<file path="src/rtl/rpsc_pkg.sv">
// Shared constants and helpers for the RPSC interlock filter.
package rpsc_pkg;

   localparam int NUM_CH = 7;

   localparam int CH_I_CA_HIGH    = 0;
   localparam int CH_U_CA_LOW     = 1;
   localparam int CH_DC_PS        = 2;
   localparam int CH_WATER_GRID   = 3;
   localparam int CH_WATER_ANODE  = 4;
   localparam int CH_AIR_GRID     = 5;
   localparam int CH_CARD_POS     = 6;

   localparam int DB_CYCLES_TEST  = 4;
   localparam int DB_CYCLES_FIELD = 781;
   localparam int CNT_W           = 10;

   typedef logic [NUM_CH-1:0] ch_vec_t;
   typedef logic [2:0]        ff_code_t;

   // Highest set channel wins; the code is bit index + 1 so that 0 means "none".
   function automatic ff_code_t first_code(input ch_vec_t v);
      ff_code_t code;
      code = '0;
      for (int i = 0; i < NUM_CH; i++) begin
         if (v[i]) code = ff_code_t'(i + 1);
      end
      return code;
   endfunction

endpackage

</file>
<file path="src/rtl/rpsc_debounce_ch.sv">
// One interlock channel: two-flop synchronizer followed by a debounce counter
// that flips the filtered state after the synchronized input has disagreed
// with it for DB_CYCLES consecutive edges.
module rpsc_debounce_ch
   import rpsc_pkg::*;
#(
   parameter int unsigned DB_CYCLES = DB_CYCLES_FIELD
) (
   input  logic clk,
   input  logic reset,
   input  logic raw,
   output logic filtered,
   output logic rise
);

   localparam logic [CNT_W-1:0] TC = CNT_W'(DB_CYCLES - 1);

   logic             sync_1;
   logic             sync_2;
   logic [CNT_W-1:0] cnt;
   logic             differ;
   logic             terminal;

   assign differ   = sync_2 ^ filtered;
   assign terminal = differ && (cnt == TC);
   // Combinational so the latch in the top can set on the very edge the
   // filtered state goes high.
   assign rise     = terminal & ~filtered;

   // Metastability guard on the raw contact.
   always_ff @(posedge clk or negedge reset) begin
      if (!reset) begin
         sync_1 <= 1'b0;
         sync_2 <= 1'b0;
      end else begin
         sync_1 <= raw;
         sync_2 <= sync_1;
      end
   end

   // Debounce: count disagreement, any agreement restarts the count.
   always_ff @(posedge clk or negedge reset) begin
      if (!reset) begin
         cnt      <= '0;
         filtered <= 1'b0;
      end else if (!differ) begin
         cnt      <= '0;
      end else if (terminal) begin
         cnt      <= '0;
         filtered <= ~filtered;
      end else begin
         cnt      <= cnt + CNT_W'(1);
      end
   end

endmodule

</file>
<file path="src/rtl/rpsc_interlock_filter.sv">
// RPSC interlock filter: per-channel debounce, fault latching with operator
// acknowledge, and first-fault capture for the card-1 status inputs.
module rpsc_interlock_filter
   import rpsc_pkg::*;
#(
   parameter bit test_mode = 1'b0
) (
   input  logic              clk,
   input  logic              reset,
   input  logic [NUM_CH-1:0] fault_raw,
   input  logic              ack,
   output logic [NUM_CH-1:0] fault_out,
   output logic [2:0]        first_fault,
   output logic              not_alarm
);

   localparam int unsigned DB_CYCLES = test_mode ? DB_CYCLES_TEST : DB_CYCLES_FIELD;

   ch_vec_t filtered;
   ch_vec_t rise;
   ch_vec_t latch;
   ch_vec_t latch_clr;
   ch_vec_t latch_next;

   logic ack_s1;
   logic ack_s2;
   logic ack_d;
   logic ack_edge;

   for (genvar g = 0; g < NUM_CH; g++) begin : g_ch
      rpsc_debounce_ch #(
         .DB_CYCLES (DB_CYCLES)
      ) u_ch (
         .clk      (clk),
         .reset    (reset),
         .raw      (fault_raw[g]),
         .filtered (filtered[g]),
         .rise     (rise[g])
      );
   end

   // Synchronize ack and keep one delayed copy so a held level acks only once.
   always_ff @(posedge clk or negedge reset) begin
      if (!reset) begin
         ack_s1 <= 1'b0;
         ack_s2 <= 1'b0;
         ack_d  <= 1'b0;
      end else begin
         ack_s1 <= ack;
         ack_s2 <= ack_s1;
         ack_d  <= ack_s2;
      end
   end

   assign ack_edge = ack_s2 & ~ack_d;

   // Only channels whose filtered input has gone quiet may be released; a new
   // rise on the same edge outranks the release.
   assign latch_clr  = {NUM_CH{ack_edge}} & ~filtered;
   assign latch_next = rise | (latch & ~latch_clr);

   // Fault latch and first-fault capture.
   always_ff @(posedge clk or negedge reset) begin
      if (!reset) begin
         latch       <= '0;
         first_fault <= '0;
      end else begin
         latch <= latch_next;
         if (latch_next == '0) begin
            first_fault <= '0;
         end else if (latch == '0) begin
            first_fault <= first_code(rise);
         end
      end
   end

   assign fault_out = latch;
   assign not_alarm = ~|latch;

endmodule
</file>
<file path="config.mk">
export PLATFORM = sky130hd
export DESIGN_NAME = rpsc_interlock_filter
export DESIGN_NICKNAME = d
export VERILOG_FILES = /design/src/rtl/rpsc_pkg.sv /design/src/rtl/rpsc_debounce_ch.sv /design/src/rtl/rpsc_interlock_filter.sv
export SDC_FILE = /design/constraint.sdc
export NUM_CORES = 1
export LEC_CHECK = 0
export BUFFER_PORTS_ARGS = -buffer_cell sky130_fd_sc_hd__buf_2
export CORE_ASPECT_RATIO = 0.7
export CORE_MARGIN = 8
export CORE_UTILIZATION = 50
export DETAILED_ROUTE_END_ITERATION = 10
export PLACE_DENSITY_LB_ADDON = 0.15
export SLEW_MARGIN = 30
export SYNTH_ARGS = -nofsm -noshare
export SYNTH_HDL_FRONTEND = slang
export SYNTH_SLANG_ARGS = --single-unit
export TNS_END_PERCENT = 1
</file>
<file path="constraint.sdc">
create_clock -name clk -period 2.6 [get_ports clk]
set_input_delay 0.52 -clock clk [delete_from_list [all_inputs] [get_ports clk]]
set_output_delay 0.52 -clock clk [all_outputs]
set_load 0.005 [all_outputs]
</file>
==> Word level (Yosys, flattened, before mapping) <==
Cells that the tools add are included.
Widths: inputs -> output; s select.
{ "totals": {"output_inout_bits": 11, "ff_bits": 104, "input_bits": 10} }
{ "op_classes": {"mux": 23, "bitwise_logic": 28, "reduce_logical": 19, "eq_ne": 7, "n_addsub": 7} }
{ "op_table": {"columns": ["op", "count"], "rows": [
  ["$mux 10", 14],
  ["$add 10x1->10 const B", 7],
  ["$eq 10x10->1 const B", 7],
  ["$mux 3", 8],
  ["$and 7x7->7", 2],
  ["$logic_not 7->1", 2],
  ["$not 7->7", 2],
  ["$reduce_and 2->1", 7],
  ["$and 1x1->1", 8],
  ["$not 1->1", 8],
  ["$logic_and 1x1->1", 7],
  ["$or 7x7->7", 1],
  ["$reduce_or 7->1", 1],
  ["$xor 1x1->1", 7],
  ["$reduce_bool 2->1", 1],
  ["$logic_not 1->1", 1],
  ["$mux 1", 1]
]} }

==> Logic depth before layout (Yosys ltp) <==
{ "depth": {"ltp_word": 12, "depth_mapped": 8, "ltp_nobuf": 7} }

==> By module <==
From an unflattened synthesis, not the netlist that was laid out.
{ "unflattened": {"cells_unflattened": 454, "area_unflattened_um2": 4936.0} }
{ "modules_own_cells": {"columns": ["mod", "cells_per_inst", "area_each_um2", "instances", "seq_area_each_um2"], "rows": [
  ["rpsc_debounce_ch", 57, 620.6, 7, 325.3],
  ["rpsc_interlock_filter", 55, 591.8, 1, 325.3]
]} }

==> Least setup slack after synthesis <==
No wires, ideal clock.
{ "synth_timing": {"path_kind": "register to output", "from": "register latch[2], in the netlist fault_out[2]", "to": "output not_alarm", "path_stages_with_launch": 3, "arrival_time_ns": 1.194, "path_buffers": 0, "slack_ns": 0.886, "required_time_ns": 2.080, "cell_sequence": "dfrtp_1 -> or4_4 -> nor4_4"} }
{ "synth_via": {"elab_chain_cells": 2} }
{ "synth_lines": {"columns": ["element", "line_no", "rtl"], "rows": [
  ["start: declaration", "rpsc_interlock_filter.sv:21", "ch_vec_t latch;"],
  ["start signal: assignment", "rpsc_interlock_filter.sv:68", "latch <= latch_next;"],
  ["$reduce_or 7->1", "rpsc_interlock_filter.sv:78", "assign not_alarm = ~|latch;"],
  ["$logic_not 1->1", "rpsc_interlock_filter.sv:78", null],
  ["end: declaration", "rpsc_interlock_filter.sv:14", "output logic not_alarm"]
]} }
No other way between the ends.

==> Final worst setup path <==
Same ends and word-level chain as after synthesis.

==> results.md <==
* Synthesized Nets at roughly 450
* Setup TNS at 0 ps
* Leak Pwr at 0.002580 uW
* Max Fclk at 434.1 MHz
* Design Power at 3298 uW
* DIE AREA at 0.01268 sq mm
* Worst VDD drop at around 0.00049 V
* Hold Fails Final Rpt at 0
* CTS Buf Count at 9
* Post-DRT Antenna Nets at 0
* Final #Nets at about 480
* Slowest CP cell: or4_4
* Multi-input logic area at 0.001968 sq mm
* CTS root buffer: clkbuf_16
* Yosys cell types at 33
* Largest net degree at the start of global routing at between 50 and 60
* Synth Register Bits at ~100
* Clock Skews at 8.840 ps
* First-pass GRT wire length at between 10 and 15 mm
* Clock buffer depth at 2
* Data arrival, critical path at about 1800 ps
* Crit Path Max Fanout at 6
* R2R depth at 7
* Post-CTS Hold Buffers at 0
* Post-CTS setup buffer count at 0
* Post-DP HPWL at 5.782 mm
* Area grow syn2layout at 13.19%
* Number of fillers in the final layout at 770
* Seq/Total Area, Yosys at 0.5600
* Worst-path cell chain: or4_4, nor4_4, buf_2
* Start point of the critical path: fault_out[2]
* CTS tree: built
* Synthesis Warnings at 0
* CP Class: reg2out
* Row cnt at 29
* Period utilization at 0.8861
* Total grt overflow at 0
* Clock Latency Late Sink at roughly 340 ps
* Initial Utilization at 0.5143
* Mapped Area at about 0.0046 sq mm
* Die Ht at roughly 97 microns
* Status: finished, final reports clean
* Via-per-instance ratio at 5.104
* Placer Congestion at approximately 0.8
* Critical path required time at approximately 2100 ps
* DRC at 0
* Sequential standard cell area at around 0.0026 sq mm
* DR iter-0 viols at ~190
* R2r startpoint: g_ch[6].u_ch.cnt[0]
* Die width at approximately 130 microns
* Via count at between 3,000 and 4,000
* Core outline area at 0.009035 sq mm
* Max_slew headroom at 0.4930
* Max Slew Vio Count at 0
* Worst slew pin tran at roughly 760 ps
* Clk sink count at approximately 100
* Wire per inst at 13.71 microns
* CTS resizes at 0
* N_diodes at 0
* Power Density at roughly 630 mW/mm^2
* Initial antenna violation count at 0
* Share of cells above drive strength 1 at 0.1032
* Clock period minus final worst setup slack at roughly 2300 ps
* Worst Hold Class: in2async
* Mean Syn Cell Area at between 10 and 15 sq um
* Port bufs at 20
* Unrepaired setup endpoints after global routing: false
* Max-Cap Viols at 0
* Crit end category: output port
* H-tree depth at 3
* Tot GR Track Use at 0.1347
* I/O pins at 21
* Drt pass-1 iters at 4
* Total wire length at just over 8 mm
* Worst r2r dst: first_fault[1]
* Synth Instances at between 400 and 500
* CP max stage delay at approximately 560 ps
* Vias in the first global route at approximately 3,000
* CTS clock-pin slew for the worst setup and hold paths at about 70 ps
* R2R Setup Slk at between 600 and 700 ps
* CP startpoint kind: flop
* Final setup violation count at 0
[kinds of logic after synthesis]
logic type,share of synthesized area
buffers and inverters,0.01642
adders and majority gates,0.03770
muxes,0.01696
xor gates and xnor gates,0.1112
and+or+nand+nor,0.2316
AOI/OAI and AO/OA,0.02612
DFF,0.5600
[power by group]
| part | internal [uW] | switching [uW] | leakage [uW] |
|---|---|---|---|
| registers | 1660 | 43.9 | 0.00140 |
| clock network | 898 | 562 | 0.000159 |
| logic | 49.1 | 87.7 | 0.00103 |
| total | 2600 | 693 | 0.00258 |
[how the worst max path moves through the flow]
stage,cells past startpoint,endpoint
after floorplan,2,not_alarm
after global placement,3,not_alarm
after detailed placement,3,not_alarm
after CTS,3,not_alarm
after global routing,3,not_alarm
final,3,not_alarm
[cells in the final DEF (no fill, tap or decap), drive strengths merged, types with 4 or more instances in the layout]
cell      n
xor2     49
and3     14
nor3      5
and4     11
nand4    22
nand2    20
nor4      5
nand3    29
dfrtp   104
mux2      7
inv      19
buf      22
and2      7
nor2b    13
o21ai     8
o21bai    4
clkbuf   12
xnor2    10
nor2     72
ha       14
[sequential cells by signal, indices dropped and copies added (netlist names)]
name,count
ack_d,1
first_fault,3
fault_out,7
ack_s2,1
ack_s1,1
g_ch.u_ch.sync_1,7
g_ch.u_ch.sync_2,7
g_ch.u_ch.cnt,70
g_ch.u_ch.filtered,7
[per-layer routing]
metal / share of wire / track usage
met4: 0.0093 / 0.04537
met5: 0 / 0
met2: 0.47 / 0.2099
met1: 0.50 / 0.1801
met3: 0.026 / 0.03306
[metrics by stage]
step / instance area [sq um] / hold slack (ps) / worst slack, ps / std cells / util
3_5_place_dp: 4927 / 334.7 / 669.5 / 573 / 0.5454
6_report: 5260 / 86.16 / 296.1 / 589 / 0.5822
3_3_place_gp: 4927 / 332.2 / 692.1 / 573 / 0.5454
4_1_cts: 5260 / 83.22 / 289.4 / 589 / 0.5822
2_1_floorplan: 4647 / 224.4 / 886.5 / 428 / -
5_1_grt: 5260 / 105.9 / 225.0 / 589 / 0.5822
[worst max-delay path: cells and delay by family (launching register included)]
kind          cells  cell delay (ps)
simple gates      2              850
flops             1              390
buf+inv           1              200
[area by class of cell]
cell class	count	share of cell area
timing repair buffer	22	0.02474
sequential	104	0.4948
multi-input combinational	304	0.3742
tap	124	0.02950
clock inverter	4	0.01451
clock buffer	12	0.04876
inverter	19	0.01356
[cell usage after synthesis, drive strengths merged]
library cell,count,area [sq um]
nand4,22,137.6
nor4b,1,8.760
or4,1,11.26
a31oi,1,6.260
ha,14,175.2
o211ai,2,20.02
o21ai,8,43.79
and2,7,43.79
and3,14,87.58
nor3,5,25.02
mux2,7,78.83
inv,19,71.32
buf,1,5.000
nor4,5,46.29
and3b,1,8.760
nand2b,3,18.77
nor2,72,270.3
and4b,2,20.02
o21a,1,7.510
nand2,20,75.07
a211oi,1,7.510
and4,11,96.34
xor2,49,429.2
o21bai,4,30.03
nand3,29,145.1
o22ai,1,6.260
xnor2,10,87.58
nor2b,13,81.33
dfrtp,104,2603
Note: power is estimated with default switching activity, not from simulation.
